--- config.mk ---
export PLATFORM = sky130hd
export DESIGN_NAME = snake_ladder_game_ctrl
export DESIGN_NICKNAME = d
export VERILOG_FILES = /design/src/rtl/snake_ladder_game_ctrl.sv
export SDC_FILE = /design/constraint.sdc
export NUM_CORES = 1
export LEC_CHECK = 0
export CORE_ASPECT_RATIO = 0.5
export CORE_MARGIN = 2
export CORE_UTILIZATION = 57
export CTS_BUF_LIST = sky130_fd_sc_hd__clkbuf_8 sky130_fd_sc_hd__clkbuf_16
export DETAILED_ROUTE_END_ITERATION = 8
export PLACE_DENSITY = 0.8
export SLEW_MARGIN = 20
export SYNTH_ARGS = -nofsm -noshare
export SYNTH_HDL_FRONTEND = slang
export SYNTH_SLANG_ARGS = --single-unit
export TNS_END_PERCENT = 100
--- constraint.sdc ---
create_clock -name iClk -period 3.8 [get_ports iClk]
set_input_delay 0.76 -clock iClk [delete_from_list [all_inputs] [get_ports iClk]]
set_output_delay 0.76 -clock iClk [all_outputs]
set_load 0.005 [all_outputs]
--- src/rtl/snake_ladder_game_ctrl.sv ---
// Turn-based controller for a two-player 41-square snake-and-ladder board.
// Applies dice rolls, resolves snakes/ladders/overshoot/win, and holds each new position for the animation.
module snake_ladder_game_ctrl #(
    parameter int HOLD_CYCLES = 20_000_000
) (
    input  logic       iClk,
    input  logic       iRst,
    input  logic       iNew_Game,
    input  logic       iRoll_Valid,
    input  logic [2:0] iRoll_Val,
    output logic       oRoll_Ack,
    output logic [5:0] oP1_Pos,
    output logic [5:0] oP2_Pos,
    output logic       oTurn,
    output logic [2:0] oLast_Roll,
    output logic       oBusy,
    output logic       oGame_Over,
    output logic [1:0] oWinner
);
    localparam int CW = (HOLD_CYCLES > 1) ? $clog2(HOLD_CYCLES) : 1;
    localparam logic [CW-1:0] HOLD_LAST = CW'(HOLD_CYCLES - 1);

    typedef enum logic [2:0] {
        WAIT_ROLL, MOVE, HOLD_LAND, JUMP, HOLD_JUMP, CHECK, GAME_OVER
    } state_t;

    state_t        state, state_n;
    logic [CW-1:0] hold_cnt, hold_cnt_n;
    logic [5:0]    p1_n, p2_n, cur_pos, new_pos, jump_dst;
    logic [6:0]    sum;
    logic [2:0]    last_n;
    logic [1:0]    winner_n;
    logic          turn_n, ack_n, over_n, upd_pos, is_special;

    assign cur_pos = oTurn ? oP2_Pos : oP1_Pos;
    assign sum     = {1'b0, cur_pos} + {4'b0, oLast_Roll};

    always_comb begin
        is_special = 1'b1;
        jump_dst   = cur_pos;
        case (cur_pos)
            6'd3:    jump_dst = 6'd10;
            6'd8:    jump_dst = 6'd17;
            6'd23:   jump_dst = 6'd30;
            6'd11:   jump_dst = 6'd0;
            6'd26:   jump_dst = 6'd14;
            6'd35:   jump_dst = 6'd32;
            default: is_special = 1'b0;
        endcase
    end

    always_comb begin
        state_n    = state;
        hold_cnt_n = hold_cnt;
        last_n     = oLast_Roll;
        turn_n     = oTurn;
        ack_n      = 1'b0;
        over_n     = oGame_Over;
        winner_n   = oWinner;
        upd_pos    = 1'b0;
        new_pos    = cur_pos;
        case (state)
            WAIT_ROLL: begin
                if (iRoll_Valid && iRoll_Val >= 3'd1 && iRoll_Val <= 3'd6) begin
                    last_n  = iRoll_Val;
                    ack_n   = 1'b1;
                    state_n = MOVE;
                end
            end
            MOVE: begin
                if (sum > 7'd40) begin
                    state_n = CHECK;
                end else begin
                    upd_pos    = 1'b1;
                    new_pos    = sum[5:0];
                    hold_cnt_n = '0;
                    state_n    = HOLD_LAND;
                end
            end
            HOLD_LAND: begin
                if (hold_cnt == HOLD_LAST) state_n = is_special ? JUMP : CHECK;
                else hold_cnt_n = hold_cnt + CW'(1);
            end
            JUMP: begin
                upd_pos    = 1'b1;
                new_pos    = jump_dst;
                hold_cnt_n = '0;
                state_n    = HOLD_JUMP;
            end
            HOLD_JUMP: begin
                if (hold_cnt == HOLD_LAST) state_n = CHECK;
                else hold_cnt_n = hold_cnt + CW'(1);
            end
            CHECK: begin
                if (cur_pos == 6'd40) begin
                    over_n   = 1'b1;
                    winner_n = {oTurn, ~oTurn};  // P1 -> 1, P2 -> 2
                    state_n  = GAME_OVER;
                end else begin
                    turn_n  = ~oTurn;
                    state_n = WAIT_ROLL;
                end
            end
            GAME_OVER: state_n = GAME_OVER;
            default:   state_n = WAIT_ROLL;
        endcase
        p1_n = (upd_pos && !oTurn) ? new_pos : oP1_Pos;
        p2_n = (upd_pos &&  oTurn) ? new_pos : oP2_Pos;
    end

    always_ff @(posedge iClk) begin
        if (iRst || iNew_Game) begin
            state      <= WAIT_ROLL;
            hold_cnt   <= '0;
            oP1_Pos    <= '0;
            oP2_Pos    <= '0;
            oTurn      <= 1'b0;
            oLast_Roll <= '0;
            oRoll_Ack  <= 1'b0;
            oBusy      <= 1'b0;
            oGame_Over <= 1'b0;
            oWinner    <= '0;
        end else begin
            state      <= state_n;
            hold_cnt   <= hold_cnt_n;
            oP1_Pos    <= p1_n;
            oP2_Pos    <= p2_n;
            oTurn      <= turn_n;
            oLast_Roll <= last_n;
            oRoll_Ack  <= ack_n;
            oBusy      <= (state_n != WAIT_ROLL) && (state_n != GAME_OVER);
            oGame_Over <= over_n;
            oWinner    <= winner_n;
        end
    end
endmodule

==> results of run 1 <==
## where the power goes
group | internal [uW] | switching [uW]
combinational | 26.0 | 35.5
sequential | 516 | 4.71
clock | 198 | 187
## worst max-delay path by stage
stage	startpoint	end	slack, ns
final	oTurn$_SDFFE_PP0P_	oP1_Pos[4]$_SDFFE_PP0P_	0.46
after global routing	oP1_Pos[0]$_SDFFE_PP0P_	oP1_Pos[1]$_SDFFE_PP0P_	0.26
after CTS	oTurn$_SDFFE_PP0P_	hold_cnt[11]$_SDFFE_PP0P_	0.18
after detailed placement	oTurn$_SDFFE_PP0P_	hold_cnt[11]$_SDFFE_PP0P_	0.19
after global placement	oTurn$_SDFFE_PP0P_	hold_cnt[8]$_SDFFE_PP0P_	0.32
after floorplan	oTurn$_SDFFE_PP0P_	hold_cnt[24]$_SDFFE_PP0P_	0.64
## logic make-up (layout without fill, tap and decap cells)
| logic type | Yosys count | in the layout | synth area share [%] |
|---|---|---|---|
| buf+inv | 28 | 56 | 4.54 |
| xor+xnor | 26 | 26 | 7.86 |
| simple gates | 168 | 168 | 29.7 |
| fa+ha+maj | 5 | 5 | 2.42 |
| compound gates | 52 | 52 | 13.9 |
| flops | 49 | 49 | 33.9 |
| mux | 20 | 20 | 7.73 |
## stage by stage
| stage | instances | instance area [um2] | utilization (%) | worst slack (ns) | power (uW) |
|---|---|---|---|---|---|
| 6_report | 446 | 3360 | 68.4 | 0.464 | 968 |
| 5_1_grt | 446 | 3360 | 68.4 | 0.257 | 994 |
| 4_1_cts | 446 | 3360 | 68.3 | 0.179 | 974 |
| 3_5_place_dp | 438 | 3240 | 66.1 | 0.188 | 593 |
| 3_3_place_gp | 438 | 3240 | 66.1 | 0.322 | 591 |
| 2_1_floorplan | 348 | 2900 | - | 0.639 | 571 |
## metal layers
| layer | global-route usage, % | wire length (um) | up-vias |
|---|---|---|---|
| met4 | 5.33 | 60 | 0 |
| met5 | 0 | 0 | - |
| met2 | 46.1 | 3350 | 70 |
| met3 | 5.00 | 375 | 10 |
| li1 | - | - | 1310 |
| met1 | 32.9 | 3320 | 1295 |
## critical path, stage by stage, from the launching register on
cell      delay (ns)
dfxtp_1         0.33
mux2i_1         0.14
inv_1           0.15
ha_1            0.20
inv_1           0.06
fa_1            0.40
xnor2_1         0.21
nor2_1          0.13
a32oi_1         0.12
o221ai_2        0.36
a21oi_2         0.12
buf_4           0.19
nor3_2          0.50
mux2i_1         0.28
nor2_1          0.05
## area by class of cell
cell class / instances / area (um2) / area share, %
Clock inverter: 3 / 43.8 / 1.30
Timing Repair Buffer: 38 / 353 / 10.5
Sequential cell: 49 / 981 / 29.2
Tap cell: 70 / 87.6 / 2.61
Multi-Input combinational cell: 271 / 1790 / 53.2
Clock buffer: 5 / 68.8 / 2.05
Inverter: 10 / 37.5 / 1.12
## sequential cells by signal, summed over array words and instances, names as in the netlist
| register | cells |
|---|---|
| hold_cnt | 25 |
| oP1_Pos | 6 |
| oP2_Pos | 6 |
| oLast_Roll | 3 |
| state | 3 |
| oWinner | 2 |
| oBusy | 1 |
| oGame_Over | 1 |
| oRoll_Ack | 1 |
| oTurn | 1 |
## cell usage in the layout (no fill, tap or decap), types with 2 or more instances in the layout
master,n
nor4b_1,4
o32ai_1,3
xor2_1,2
o31ai_1,3
inv_1,10
xnor2_1,24
nand2_1,29
nor2b_1,3
nor3_1,11
o22ai_1,2
a31o_2,2
o221a_2,3
buf_4,11
and3_1,7
nor4_1,16
mux2i_1,15
nor2_1,55
and2_1,2
mux2_2,2
a31oi_1,3
nand3_1,20
nor3_2,2
clkdlybuf4s50_1,27
ha_1,4
a21oi_1,11
dfxtp_1,49
nand2b_1,4
o21ai_0,6
nor3b_1,3
clkbuf_8,5
==> results_dict.tcl, run 1 <==
set metrics [dict create \
    grt_use_total_pct 25.5 \
    finalHoldViolCount 0 \
    nFillCells 399 \
    ant_nets 0 \
    setup_viol 0 \
    grt_antenna_before_repair 0 \
    reg2reg_depth 14 \
    drt_iter0_drc 144 \
    clockBufferDepth 2 \
    synth_largest_area_cell "dfxtp_1" \
    drv_slew 0 \
    worstSkewPairLatency_ns 0.31 \
    initial_core_util_pct 59.0 \
    cellLeakagePower_uw 0.00113 \
    hold_start "oGame_Over$_SDFFE_PP0P_" \
    power_density_nw_per_um2 288 \
    async_flop_share_pct 0 \
    post_cts_buffers 0 \
    reg2reg_to "oP1_Pos[4]$_SDFFE_PP0P_" \
    first_global_vias 2421 \
    worst_slew_pin_slew_ns 0.773 \
    syn_area_um2 2900 \
    startpoint_type "flip-flop" \
    synthTopCellsByArea "dfxtp_1, xnor2_1, nor2_1" \
    core_um2 4910 \
    hpwl_um 5180 \
    htree_levels 2 \
    io_buffers 27 \
    ioPinCount 28 \
    synthTopCellsByCount "nor2_1, dfxtp_1, nand2_1" \
    syn_area_per_cell_um2 8.32 \
    finalCritPeriodShare_pct 87.8 \
    wl_per_cell_um 15.9 \
    rrSetupSlack_ns 0.46 \
    dieArea_um2 5700 \
    core.rowCount 18 \
    whs_ns 0.484 \
    via_count 2685 \
    worstPathRequired_ns 4.00 \
    drc 0 \
    r2r_start "oTurn$_SDFFE_PP0P_" \
    synth_top_area_share_pct 33.9 \
    drive_gt1_share_pct 11.4 \
    ys_types 66 \
    min_path_cells 2 \
    skew_ns 0.00460 \
    chipWidth_um 105 \
    cts_resized 0 \
    cp.arrival_ns 3.53 \
    synth-edff-count 0 \
    hp-class "reg -> reg" \
    cts_hold_buf 0 \
    max_clock_freq_mhz 300 \
    grt_overflow 0 \
    ys_ff_latch 49 \
    crit_fanout 7 \
    dr.pass1.iters 5 \
    grt_max_degree 28 \
    maxSlewHeadroom_pct 48.4 \
    yosysMostFrequentCell "nor2_1" \
    die_y_um 54.4 \
    netlist_instances 348 \
    layout_min_cycle_time_ns 3.34 \
    finalSetupTns_ns 0 \
    vdd_drop_max_mv 0.226 \
    mappedNetlistNets 360 \
    cts_root_buf "clkbuf_8" \
    wl_um 7100 \
    run_status "completed" \
    area_growth_pct 16.0 \
    antennaDiodeCount 0 \
    maxCapViolCount 0 \
    yosysSeqAreaShare_pct 33.9 \
    cts_sinks 49 \
    grt_pass1_wl_um 11500 \
    endpoint_kind "flip-flop" \
    viasPerCell 6.02 \
    worstSetupPathType "reg -> reg" \
    synth-main-ff-cell "dfxtp_1" \
    nNetsFinal 387 \
    worstHoldEndpoint "oGame_Over$_SDFFE_PP0P_" \
    synth_warnings 0 \
    clk_pin_slew_ns 0.09 \
    rsz0062_at_grt "no" \
    gp_congestion 0.868 \
    cts_buffers 5 \
    cts_tree "done" \
]
(Power assumes the default switching activity.)
==> inputs of run 2 (changes only) <==
--- a/config.mk
+++ b/config.mk
@@ -5,9 +5,10 @@
 export SDC_FILE = /design/constraint.sdc
 export NUM_CORES = 1
 export LEC_CHECK = 0
+export ABC_AREA = 1
 export CORE_ASPECT_RATIO = 0.5
 export CORE_MARGIN = 2
-export CORE_UTILIZATION = 57
+export CORE_UTILIZATION = 58
 export CTS_BUF_LIST = sky130_fd_sc_hd__clkbuf_8 sky130_fd_sc_hd__clkbuf_16
 export DETAILED_ROUTE_END_ITERATION = 8
 export PLACE_DENSITY = 0.8
==> run 2 against run 1 <==
  * Via count up 26%
  * Routed wire length up 13%
  * Register-to-register slack gained 0.21 ns
  * Critical path depth grew 1
  * Clock power rose by 15%
  * Global-route usage is essentially flat
  * Sequential share of layout area is 3.3 points lower
  * Cell area is 13% higher
  * Sequential power about the same
  * Maximum frequency up 6.7%
  * Die area grew 12%
  * Critical endpoint is now hold_cnt[2]$_SDFFE_PP0P_
  * Largest power group unchanged
  * Highest routed layer unchanged
==> results_dict.tcl, run 2 <==
set metrics [dict create \
    gp_congestion 0.962 \
    vdd_drop_max_mv 0.203 \
    synthTopCellsByCount "nand2_1, nor2_1, nand3_1" \
    run_status "completed" \
    power_density_nw_per_um2 277 \
    totalPowerFinal_uw 1050 \
    final_common_cell "nand2_1" \
    cts_resized 0 \
    syn_area_per_cell_um2 6.46 \
    grt_overflow 0 \
    maxSlewHeadroom_pct 64.9 \
    startpoint_type "flip-flop" \
    hp-class "reg -> reg" \
    drive_gt1_share_pct 13.1 \
    area_growth_pct 13.6 \
    synthTopCellsByArea "dfxtp_1, nand2_1, nor2_1" \
    grt_antenna_before_repair 0 \
    cp.arrival_ns 3.30 \
    wl_per_cell_um 13.0 \
    crit_fanout 15 \
    synth_warnings 0 \
    max_clock_freq_mhz 320 \
    core_um2 5520 \
    synth_largest_area_cell "dfxtp_1" \
    core.rowCount 19 \
    top_register "hold_cnt" \
    ant_nets 0 \
    dp.cells 608 \
    viasPerCell 5.49 \
    finalHoldViolCount 0 \
    rsz0062_at_grt "no" \
    initial_core_util_pct 60.4 \
    cts_tree "done" \
    worstPathRequired_ns 3.98 \
    first_global_vias 2979 \
    yosysMostFrequentCell "nand2_1" \
    dieArea_um2 6410 \
    worstSkewPairLatency_ns 0.29 \
    r2r_start "oTurn$_SDFFE_PP0P_" \
    endpoint_kind "flip-flop" \
    ioPinCount 28 \
    antennaDiodeCount 0 \
    async_flop_share_pct 0 \
    skew_ns 0.00717 \
    die_y_um 57.6 \
    yosysSeqAreaShare_pct 29.4 \
    final_core_util_pct 68.7 \
    grt_max_degree 26 \
    drv_slew 0 \
    netlist_instances 516 \
    chipWidth_um 111 \
    grt_pass1_wl_um 13400 \
    dpl-instance-area_um2 3640 \
    dr.pass1.iters 5 \
    worstSetupPathType "reg -> reg" \
    syn_area_um2 3330 \
    hold_start "hold_cnt[24]$_SDFFE_PP0P_" \
    ys_types 40 \
    grt_use_total_pct 25.6 \
    synth-main-ff-cell "dfxtp_1" \
    maxCapViolCount 0 \
    nNetsFinal 554 \
    cts_hold_buf 0 \
    worst_slew_pin_slew_ns 0.522 \
    finalInstanceArea_um2 3790 \
    clk_pin_slew_ns 0.07 \
    clockBufferDepth 2 \
    drt_iter0_drc 290 \
    finalCritPeriodShare_pct 82.2 \
    io_buffers 27 \
    ys_ff_latch 49 \
    synth_top_area_share_pct 29.4 \
    synth-edff-count 0 \
    cellLeakagePower_uw 0.00147 \
    setup_viol 0 \
    via_count 3379 \
    wl_um 8000 \
    mappedNetlistNets 528 \
    post_cts_buffers 0 \
    crit_path_start "oTurn$_SDFFE_PP0P_" \
    cts_root_buf "clkbuf_16" \
    final_cell_mix "nand2_1, nor2_1, nand3_1" \
    hpwl_um 6030 \
    top_regs "hold_cnt (25), oP1_Pos (6), oP2_Pos (6)" \
    largest_register_ffs 25 \
    layout_min_cycle_time_ns 3.13 \
    cts_sinks 49 \
    fin_cells 615 \
    finalSetupTns_ns 0 \
    htree_levels 2 \
    drc 0 \
    cts_buffers 5 \
]
## run 2: cell count changes after synthesis, moves of 15 or more
cell	delta
nor2_1	+18
inv_1	+30
nand3_1	+33
nand2_1	+100
xnor2_1	-22
mux2i_1	-15
## run 2: worst paths after layout
kind	to	slack [ns]	cells past startpoint
worst max register to register	hold_cnt[2]$_SDFFE_PP0P_	0.67	15
worst max-delay path	hold_cnt[2]$_SDFFE_PP0P_	0.67	15
worst min register to register	hold_cnt[24]$_SDFFE_PP0P_	0.47	2
worst min-delay path	hold_cnt[24]$_SDFFE_PP0P_	0.47	2
## run 2: where the power goes
| group | internal (uW) | leakage, uW | total [uW] | switching [uW] |
|---|---|---|---|---|
| logic | 30.4 | 0.000999 | 85.9 | 55.5 |
| clock network | 256 | 0.0000741 | 442 | 186 |
| registers | 518 | 0.000395 | 521 | 3.46 |
| total | 804 | 0.00147 | 1050 | 245 |
## run 2: kinds of logic after synthesis
logic type	count (synthesis)	share of synthesized area [%]
buf+inv	65	8.30
flops	49	29.4
xor+xnor	12	3.15
fa+ha+maj	5	2.10
compound gates	59	10.4
simple gates	326	46.7
## run 2: final cells by class
| class | count | area, um2 |
|---|---|---|
| Tap cell | 73 | 91.3 |
| Clock inverter | 1 | 3.75 |
| Sequential cell | 49 | 981 |
| Timing Repair Buffer | 29 | 285 |
| Inverter | 55 | 211 |
| Multi-Input combinational cell | 402 | 2080 |
| Clock buffer | 6 | 139 |
| Fill cell | 501 | 1730 |
## run 2: critical path: stages (launching register included)
cell and delay (ns):
dfxtp_1 0.60, nand2_1 0.10, nand2_1 0.18, ha_1 0.21, inv_1 0.06, fa_1 0.39
o21ai_1 0.24, nand3_1 0.13, nand2_1 0.09, nand2_1 0.06, nand2_2 0.10, nand2_4 0.09
a21oi_4 0.46, nand3_1 0.13, nand2_1 0.11, a21oi_2 0.03
## run 2: stage by stage
step / setup WS, ns / hold slack, ns
finish: 0.675 / 0.466
global route: 0.354 / 0.486
CTS: 0.696 / 0.470
detailed placement: 0.727 / 0.457
global placement: 0.860 / 0.454
floorplan: 1.22 / 0.443
## run 2: per-layer routing
| metal | share of wire, % | global-route usage, % |
|---|---|---|
| met5 | 0 | 0 |
| met3 | 5.8 | 5.31 |
| met4 | 1.2 | 5.82 |
| met2 | 46 | 43.2 |
| met1 | 47 | 34.4 |
==> inputs of run 3 (changes only) <==
==> constraint.sdc (replaced) <==
create_clock -name iClk -period 3 [get_ports iClk]
set_input_delay 0.6 -clock iClk [delete_from_list [all_inputs] [get_ports iClk]]
set_output_delay 0.6 -clock iClk [all_outputs]
set_load 0.005 [all_outputs]
==> run 3 against run 2 <==
  * Sequential cell count unchanged
  * First-iteration DRC count down 20%
  * Highest routed layer unchanged
  * Cell count up 0.98%
  * Register-to-register slack worse by 0.43 ns
  * Sequential power up 26%
  * Worst hold slack lost 0.0049 ns
  * Largest power group unchanged
  * Total power up 34%
==> results_dict.tcl, run 3 (same netlist as run 2, synthesis figures left out) <==
set metrics [dict create \
    ant_nets 0 \
    finalHoldViolCount 0 \
    chipWidth_um 111 \
    dr.pass1.iters 7 \
    area_growth_pct 16.2 \
    cp_top_family "simple AND/OR/NAND/NOR gates" \
    drive_gt1_share_pct 14.6 \
    endpoint_kind "flip-flop" \
    setup_viol 0 \
    dieArea_um2 6410 \
    maxCapViolCount 0 \
    ioPinCount 28 \
    top_register "hold_cnt" \
    startpoint_type "flip-flop" \
    drv_slew 0 \
    crit_top_cell "nand2_1" \
    worstPathRequired_ns 3.18 \
    power.switching_uw 319 \
    final_cell_mix "nand2_1, nor2_1, nand3_1" \
    drt_iter0_drc 232 \
    gp_congestion 0.940 \
    combinationalPowerShare_pct 8.5 \
    viasPerCell 5.43 \
    final_common_cell "nand2_1" \
    cpPeakStageDelay_ns 0.40 \
    fin_cells 621 \
    first_global_vias 2989 \
    grt_overflow 0 \
    die_y_um 57.6 \
    cts_root_buf "clkbuf_16" \
    path_cells "inv_6, nand2_1, nand2_1, ha_1, inv_1, fa_1, xor2_1, nand2_1, nand3_1, nand2_1, nand2_2, nand2_4, nand2_4, nand2_4, nor2_4, inv_2, nor2_1, nor2_1" \
    crit_fanout 10 \
    finalSetupTns_ns 0 \
    worst_slack_ns 0.242 \
    top_regs "hold_cnt (25), oP1_Pos (6), oP2_Pos (6)" \
    layout_min_cycle_time_ns 2.76 \
    cellLeakagePower_uw 0.00151 \
    initial_core_util_pct 60.4 \
    antennaDiodeCount 0 \
    p_int_uw 1090 \
    clock_power_share_pct 44.6 \
    io_buffers 27 \
    skew_ns 0.00813 \
    largest_register_ffs 25 \
    core_um2 5520 \
    worstSetupPathType "reg -> reg" \
    wl_um 8260 \
    max_clock_freq_mhz 363 \
    power_density_nw_per_um2 363 \
    hp-class "reg -> reg" \
    cts_tree "done" \
    cp.arrival_ns 2.94 \
    wl_per_cell_um 13.3 \
    grt_use_total_pct 26.5 \
    totalPowerFinal_uw 1410 \
    cts_buffers 5 \
    seqPwrFrac_pct 46.9 \
    maxSlewHeadroom_pct 65.2 \
    cts_sinks 49 \
    htree_levels 2 \
    via_count 3375 \
    finalCritPeriodShare_pct 91.9 \
    run_status "completed" \
    grt_antenna_before_repair 0 \
    worstSkewPairLatency_ns 0.29 \
    worst_path_max_delay_cell "fa_1" \
    drc 0 \
    worst_slew_pin_slew_ns 0.518 \
    grt_pass1_wl_um 14000 \
    dp.cells 612 \
    hpwl_um 6010 \
    swShare_pct 22.7 \
    core.rowCount 19 \
    vdd_drop_max_mv 0.258 \
    clockBufferDepth 2 \
    nNetsFinal 560 \
    clk_pin_slew_ns 0.07 \
    grt_max_degree 31 \
    place_ws_ns 0.0703 \
    crit_buf_inv 3 \
]
==> run 3: cell types whose count changed in the layout (fill, tap and decap cells not counted), sizes merged <==
cell | previous run | this run
nand3 | 57 | 58
inv | 56 | 55
bufinv | 0 | 1
clkbuf | 6 | 5
buf | 2 | 7
clkinv | 0 | 1
==> run 3: layout make-up <==
class / instances / area [um2]
Clock buffer: 5 / 125
Inverter: 55 / 211
Multi-Input combinational cell: 403 / 2090
Sequential cell: 49 / 985
Timing Repair Buffer: 34 / 335
Fill cell: 476 / 1640
Tap cell: 73 / 91.3
Clock inverter: 2 / 35.0
==> run 3: routing by layer <==
metal | up-vias | global-route usage (%) | share of wire (%)
met4 | 0 | 6.00 | 0.97
met2 | 105 | 45.2 | 45
li1 | 1737 | - | -
met1 | 1523 | 35.9 | 47
met5 | - | 0 | 0
met3 | 10 | 4.57 | 6.7
==> run 3: power by group through the flow <==
stage,sequential [uW],combinational [uW],clock (uW)
finish,659,119,627
global route,660,131,658
CTS,660,115,640
detailed placement,675,114,0
global placement,675,113,0
floorplan,674,76.6,0
==> run 3: per-stage QoR <==
stage	util, %	cell area (um2)	hold slack, ns
global placement	66.9	3690	0.447
CTS	69.8	3850	0.467
floorplan	-	3330	0.443
finish	70.2	3870	0.462
detailed placement	66.9	3690	0.452
global route	70.2	3870	0.482
==> run 3: worst paths after layout <==
check,slack (ns),depth (start not counted),start,to
setup reg to reg,0.24,18,oTurn$_SDFFE_PP0P_,oP2_Pos[1]$_SDFFE_PP0P_
hold reg to reg,0.46,1,oGame_Over$_SDFFE_PP0P_,oGame_Over$_SDFFE_PP0P_
hold / removal,0.46,1,oGame_Over$_SDFFE_PP0P_,oGame_Over$_SDFFE_PP0P_
setup / recovery,0.24,18,oTurn$_SDFFE_PP0P_,oP2_Pos[1]$_SDFFE_PP0P_
==> run 3: repair_timing <==
item / in CTS / in global routing
hold buffers: 0 / 0
endpoints found under the setup margin: 0 / 38
resized for setup: 0 / 3
buffers inserted: 0 / 1
